--- src/rtl/cronometro_pkg.sv ---
// Shared types and helpers for the stopwatch control unit.
package cronometro_pkg;

    typedef enum logic [1:0] {
        IDLE = 2'd0,
        RUN  = 2'd1,
        STOP = 2'd2
    } crono_state_t;

    localparam int unsigned LAP_W = 2;

    // Lap write pointer advance; the oldest slot is reused after the last one.
    function automatic logic [LAP_W-1:0] lap_ptr_next(
        input logic [LAP_W-1:0] ptr,
        input logic [LAP_W-1:0] last
    );
        return (ptr == last) ? '0 : LAP_W'(ptr + LAP_W'(1));
    endfunction

endpackage

--- src/rtl/key_debounce.sv ---
// Raw active-low key: 2-FF synchroniser, debounce filter and one-cycle press pulse.
module key_debounce #(
    parameter int unsigned DEB_CYCLES = 1000000
) (
    input  logic clk,
    input  logic rst_n,
    input  logic key_n,
    output logic press
);

    localparam int unsigned   CNT_W    = (DEB_CYCLES > 1) ? $clog2(DEB_CYCLES) : 1;
    localparam logic [CNT_W-1:0] CNT_LAST = CNT_W'(DEB_CYCLES - 1);

    logic             r_meta;
    logic             r_sync;
    logic             r_deb;
    logic [CNT_W-1:0] r_cnt;
    logic             r_press;

    // Debounced level follows the synchronised level only after DEB_CYCLES unbroken cycles.
    always_ff @(posedge clk or negedge rst_n) begin
        if (!rst_n) begin
            r_meta  <= 1'b1;
            r_sync  <= 1'b1;
            r_deb   <= 1'b1;
            r_cnt   <= '0;
            r_press <= 1'b0;
        end else begin
            r_meta  <= key_n;
            r_sync  <= r_meta;
            r_press <= 1'b0;
            if (r_sync == r_deb) begin
                r_cnt <= '0;
            end else if (r_cnt == CNT_LAST) begin
                r_cnt   <= '0;
                r_deb   <= r_sync;
                r_press <= ~r_sync;
            end else begin
                r_cnt <= CNT_W'(r_cnt + CNT_W'(1));
            end
        end
    end

    assign press = r_press;

endmodule

--- src/rtl/cronometro_ctrl.sv ---
// Stopwatch control: key conditioning, IDLE/RUN/STOP sequencing, centisecond tick,
// lap write strobes and display view validation.
module cronometro_ctrl
    import cronometro_pkg::*;
#(
    parameter int unsigned TICK_DIV   = 500000,
    parameter int unsigned DEB_CYCLES = 1000000,
    parameter int unsigned N_LAPS     = 3
) (
    input  logic             clk,
    input  logic             rst_n,
    input  logic             key_ss_n,
    input  logic             key_lap_n,
    input  logic             key_clr_n,
    input  logic [LAP_W-1:0] sw_view,
    output logic             tick,
    output logic             cnt_clr,
    output logic             lap_we,
    output logic [LAP_W-1:0] lap_idx,
    output logic [LAP_W-1:0] lap_cnt,
    output logic [LAP_W-1:0] disp_sel,
    output logic             running
);

    localparam int unsigned      PRE_W    = (TICK_DIV > 1) ? $clog2(TICK_DIV) : 1;
    localparam logic [PRE_W-1:0] PRE_LAST = PRE_W'(TICK_DIV - 1);
    localparam logic [LAP_W-1:0] LAP_MAX  = LAP_W'(N_LAPS);
    localparam logic [LAP_W-1:0] LAP_LAST = LAP_W'(N_LAPS - 1);

    logic w_ss_p;
    logic w_lap_p;
    logic w_clr_p;

    key_debounce #(.DEB_CYCLES(DEB_CYCLES)) u_deb_ss (
        .clk   (clk),
        .rst_n (rst_n),
        .key_n (key_ss_n),
        .press (w_ss_p)
    );

    key_debounce #(.DEB_CYCLES(DEB_CYCLES)) u_deb_lap (
        .clk   (clk),
        .rst_n (rst_n),
        .key_n (key_lap_n),
        .press (w_lap_p)
    );

    key_debounce #(.DEB_CYCLES(DEB_CYCLES)) u_deb_clr (
        .clk   (clk),
        .rst_n (rst_n),
        .key_n (key_clr_n),
        .press (w_clr_p)
    );

    crono_state_t     r_state;
    logic [PRE_W-1:0] r_presc;
    logic [LAP_W-1:0] r_wptr;
    logic             r_tick;
    logic             r_cnt_clr;
    logic             r_lap_we;
    logic [LAP_W-1:0] r_lap_idx;
    logic [LAP_W-1:0] r_lap_cnt;
    logic [LAP_W-1:0] r_disp_sel;
    logic             r_running;

    crono_state_t     w_state_nxt;
    logic [PRE_W-1:0] w_presc_nxt;
    logic [LAP_W-1:0] w_wptr_nxt;
    logic             w_tick_nxt;
    logic             w_cnt_clr_nxt;
    logic             w_lap_we_nxt;
    logic [LAP_W-1:0] w_lap_idx_nxt;
    logic [LAP_W-1:0] w_lap_cnt_nxt;
    logic [LAP_W-1:0] w_disp_sel_nxt;
    logic             w_running_nxt;

    always_ff @(posedge clk or negedge rst_n) begin
        if (!rst_n) begin
            r_state    <= IDLE;
            r_presc    <= '0;
            r_wptr     <= '0;
            r_tick     <= 1'b0;
            r_cnt_clr  <= 1'b0;
            r_lap_we   <= 1'b0;
            r_lap_idx  <= '0;
            r_lap_cnt  <= '0;
            r_disp_sel <= '0;
            r_running  <= 1'b0;
        end else begin
            r_state    <= w_state_nxt;
            r_presc    <= w_presc_nxt;
            r_wptr     <= w_wptr_nxt;
            r_tick     <= w_tick_nxt;
            r_cnt_clr  <= w_cnt_clr_nxt;
            r_lap_we   <= w_lap_we_nxt;
            r_lap_idx  <= w_lap_idx_nxt;
            r_lap_cnt  <= w_lap_cnt_nxt;
            r_disp_sel <= w_disp_sel_nxt;
            r_running  <= w_running_nxt;
        end
    end

    always_comb begin
        w_state_nxt   = r_state;
        w_presc_nxt   = r_presc;
        w_wptr_nxt    = r_wptr;
        w_cnt_clr_nxt = 1'b0;
        w_lap_we_nxt  = 1'b0;
        w_lap_idx_nxt = r_lap_idx;
        w_lap_cnt_nxt = r_lap_cnt;

        case (r_state)
            IDLE: begin
                if (w_ss_p) w_state_nxt = RUN;
            end
            RUN: begin
                if (w_ss_p) w_state_nxt = STOP;
                // A lap press coinciding with stop is still captured.
                if (w_lap_p) begin
                    w_lap_we_nxt  = 1'b1;
                    w_lap_idx_nxt = r_wptr;
                    w_wptr_nxt    = lap_ptr_next(r_wptr, LAP_LAST);
                    if (r_lap_cnt < LAP_MAX) w_lap_cnt_nxt = LAP_W'(r_lap_cnt + LAP_W'(1));
                end
            end
            STOP: begin
                if (w_ss_p) begin
                    w_state_nxt = RUN;
                end else if (w_clr_p) begin
                    w_state_nxt   = IDLE;
                    w_cnt_clr_nxt = 1'b1;
                    w_wptr_nxt    = '0;
                    w_lap_idx_nxt = '0;
                    w_lap_cnt_nxt = '0;
                end
            end
            default: w_state_nxt = IDLE;
        endcase

        // Prescaler advances in RUN, freezes in STOP, is pinned to zero in IDLE.
        if (w_state_nxt == IDLE) begin
            w_presc_nxt = '0;
        end else if (r_state == RUN) begin
            w_presc_nxt = (r_presc == PRE_LAST) ? '0 : PRE_W'(r_presc + PRE_W'(1));
        end

        w_tick_nxt     = (w_state_nxt == RUN) && (w_presc_nxt == PRE_LAST);
        w_running_nxt  = (w_state_nxt == RUN);
        w_disp_sel_nxt = (sw_view <= r_lap_cnt) ? sw_view : '0;
    end

    assign tick     = r_tick;
    assign cnt_clr  = r_cnt_clr;
    assign lap_we   = r_lap_we;
    assign lap_idx  = r_lap_idx;
    assign lap_cnt  = r_lap_cnt;
    assign disp_sel = r_disp_sel;
    assign running  = r_running;

endmodule

--- config.mk ---
export PLATFORM = sky130hd
export DESIGN_NAME = cronometro_ctrl
export DESIGN_NICKNAME = d
export VERILOG_FILES = /design/src/rtl/cronometro_pkg.sv /design/src/rtl/key_debounce.sv /design/src/rtl/cronometro_ctrl.sv
export SDC_FILE = /design/constraint.sdc
export NUM_CORES = 1
export LEC_CHECK = 0
export ABC_AREA = 0
export CAP_MARGIN = 25
export CORE_ASPECT_RATIO = 1.2
export CORE_MARGIN = 4
export CORE_UTILIZATION = 30
export CTS_CLUSTER_DIAMETER = 120
export CTS_CLUSTER_SIZE = 14
export DETAILED_ROUTE_END_ITERATION = 6
export PLACE_DENSITY = 0.55
export SKIP_CTS_REPAIR_TIMING = 1
export SKIP_LAST_GASP = 1
export SYNTH_ARGS = -nofsm -noshare
export SYNTH_HDL_FRONTEND = slang
export SYNTH_HIERARCHICAL = 1
export SYNTH_SLANG_ARGS = --single-unit
export TNS_END_PERCENT = 100
--- constraint.sdc ---
create_clock -name clk -period 4.13 [get_ports clk]
set_input_delay 0.826 -clock clk [delete_from_list [all_inputs] [get_ports clk]]
set_output_delay 0.826 -clock clk [all_outputs]
set_load 0.02 [all_outputs]
==> results.py <==
metrics = {
    "global_routing": {
        "grt_use_total_pct": 10.8,
        "grt_pass1_vias": 3817,
        "globalRouteOverflowTotal": 0,
        "antenna_found_initial": 0,
        "grt_pass1_wl_um": 17600,
        "grt_max_degree": 50,
    },
    "die": {
        "io_pins": 17,
        "die_w_um": 129,
        "dieArea_mm2": 0.0197,
        "start_util_pct": 30.9,
        "fp.coreArea_mm2": 0.0170,
        "num_rows": 52,
        "die_y_um": 153,
    },
    "sta": {
        "timing.final.crit_share_pct": 57.1,
        "tightest_slew_ns": 0.628,
        "fin_worst_skew_ns": 0.0143,
        "slew_headroom_pct": 58.1,
        "clock.fmax_mhz": 424,
        "drv_slew": 0,
        "fin_ws_ns": 1.77,
        "min_period_ns": 2.36,
        "setup_viol": 0,
        "grt_setup_unrepaired": "no",
        "final-hold-violation-count": 0,
        "whs_ns": 0.358,
        "finalSetupTns_ns": 0,
    },
    "pwr": {
        "ir_drop_mv": 0.198,
        "power.internal_w": 0.00149,
        "leakage_nw": 2.26,
        "powerDensity_mw_per_mm2": 326,
        "combPwrFrac_pct": 3.1,
        "power_frac_seq_pct": 54.9,
        "pwr-share-clk_pct": 42.1,
        "switching_share_pct": 22.6,
        "power_switching_w": 0.000433,
    },
    "drt": {
        "drt_first_pass_iters": 4,
        "wl_met2_um": 4980,
        "drcViolationCount": 0,
        "first_iter_violations": 181,
        "postRouteAntennaNets": 0,
        "wl_um": 10300,
        "wl_met3_um": 252,
        "wl_per_cell_um": 13.4,
        "vias_per_cell": 5.01,
        "top_layer_used": "met4",
        "wl_met1_um": 4820,
        "routed-via-count": 3845,
    },
    "final_layout": {
        "final_nets": 561,
        "syn_to_final_growth_pct": 12.1,
        "drive_above_1_share_pct": 11.4,
        "multiInputGateArea_mm2": 0.00241,
        "seqCellArea_mm2": 0.00264,
        "fillCellCount": 1687,
        "n_antenna_cell": 0,
    },
    "place": {
        "place_ws_ns": 1.81,
        "hpwl_um": 7030,
        "routabilityCongestion": 0.842,
        "port_buffers": 16,
    },
    "yosys": {
        "synth_fp_nets": 553,
        "ys_top_cells_by_area": "dfrtp_1 (46%), nor2_1 (5.1%), dfstp_2 (4.5%), xnor2_1 (4.3%), xor2_1 (3.7%)",
        "ys_top_cells_by_count": "dfrtp_1 (96), nor2_1 (71), nand2_1 (35)",
        "yosysTopAreaCell": "dfrtp_1",
        "syn_inst": 539,
        "synthDistinctLibCells": 52,
        "synth_top_area_share_pct": 45.8,
        "ys_ff_latch": 105,
        "yosysSeqAreaShare_pct": 50.4,
        "async_flop_share_pct": 100,
        "netlist_area_mm2": 0.00524,
        "yosys_warnings": 6,
        "ys.flop_type": "dfrtp_1",
        "synth_edf_count": 0,
        "synth_most_common_cell": "dfrtp_1",
        "syn_avg_cell_area_um2": 9.72,
    },
    "clocking": {
        "numCtsBuffers": 9,
        "cts_tree": "done",
        "worst_skew_pair.late_latency_ns": 0.35,
        "clkTransAtPathRegs_ns": 0.08,
        "clock-sinks": 105,
        "clock_tree.root_cell": "clkbuf_16",
        "cts-htree-levels": 3,
        "cts_buffer_depth": 2,
    },
    "critical_path": {
        "start_kind": "flop",
        "end_kind": "flop",
        "cp.required_ns": 4.40,
        "worstPathMaxFanout": 4,
        "reg2regPathDepth": 6,
        "r2r_end": "tick",
        "cp.arrival_ns": 2.62,
        "worstReg2RegStart": "r_presc[0]",
        "ff2ff_setup_slack_ns": 1.77,
        "worstSetupPathType": "flop to flop",
    },
    "hold_path": {
        "hold_end": "u_deb_clr/r_sync",
        "min_from": "u_deb_clr/r_meta",
        "worstHoldPathType": "flop to flop",
        "whs_path_depth": 0,
    },
    "status": {
        "outcome": "complete, no violations",
    },
    "flow_run": {
        "cap_violations": 0,
    },
}
power groups by stage:
stage | clock network (W) | logic, W | registers [W]
floorplan | 0 | 0.0000227 | 0.00107
global placement | 0 | 0.0000602 | 0.00107
detailed placement | 0 | 0.0000618 | 0.00107
CTS | 0.000840 | 0.0000621 | 0.00105
global route | 0.000877 | 0.0000699 | 0.00105
finish | 0.000807 | 0.0000592 | 0.00105
how the worst max path moves through the flow:
stage | startpoint | endpoint | slack (ns) | cells after the start
after CTS | r_presc[0] | tick | 1.78 | 6
after floorplan | r_presc[0] | tick | 1.90 | 6
after global routing | r_presc[0] | tick | 1.71 | 6
after detailed placement | r_presc[0] | tick | 1.81 | 6
final | r_presc[0] | tick | 1.77 | 6
after global placement | r_presc[0] | tick | 1.82 | 6
stage by stage:
stage                     utilization [%]  cells  cell area [µm²]  total power [W]
after floorplan                         -    539             5240          0.00109
after global placement               33.0    752             5600          0.00113
after detailed placement             33.0    752             5600          0.00113
after CTS                            34.6    768             5880          0.00195
after global routing                 34.6    768             5880          0.00200
final                                34.6    768             5880          0.00192
final cells by class:
cell class                      count  share of cell area [%]
Clock buffer                       11                    4.13
Multi-Input combinational cell    387                    41.0
Inverter                           23                    1.47
Clock inverter                      5                   0.554
Sequential cell                   105                    44.9
Tap cell                          216                    4.60
Timing Repair Buffer               21                    3.32
cells in the final DEF (no fill, tap or decap), types with 10 or more instances in the layout:
| cell | instances |
|---|---|
| dfrtp_1 | 96 |
| nor2_1 | 71 |
| nand2_1 | 35 |
| nand3_1 | 31 |
| a21oi_1 | 30 |
| xnor2_1 | 26 |
| inv_1 | 23 |
| xor2_1 | 22 |
| o21ai_0 | 18 |
| or4_1 | 17 |
| clkdlybuf4s50_1 | 15 |
| nand4_1 | 12 |
| o31ai_1 | 11 |
| nor3_1 | 10 |
state kept, by name (all words and copies together) (netlist names), 2 cells and up:
name	flops
lap_cnt	2
r_wptr	2
r_presc	19
r_state	2
u_deb_clr/r_cnt	20
u_deb_ss/r_cnt	20
u_deb_lap/r_cnt	20
lap_idx	2
disp_sel	2
per-layer routing:
metal  track usage [%]  up-vias
met1              13.4     1898
met3              2.07       18
met5                 0        -
met4              5.00        0
li1                  -     1895
met2              17.9       34
critical path: stages, from the launching register on:
cell and delay (ns):
dfrtp_1 0.40, ha_1 0.24, and4b_4 0.26, a21oi_1 0.08, or4_1 0.51, or4b_4 0.50, nor4b_4 0.27
cells by family after synthesis:
kind of cell | share of synthesized area (%)
buffers and inverters | 3.65
multiplexers | 1.67
flip-flops | 50.4
AND/OR/NAND/NOR | 26.6
adder cells (fa/ha/maj) | 1.67
AO/OA/AOI/OAI | 8.07
XOR/XNOR | 8.02
Note: power is estimated with default switching activity, not from simulation.
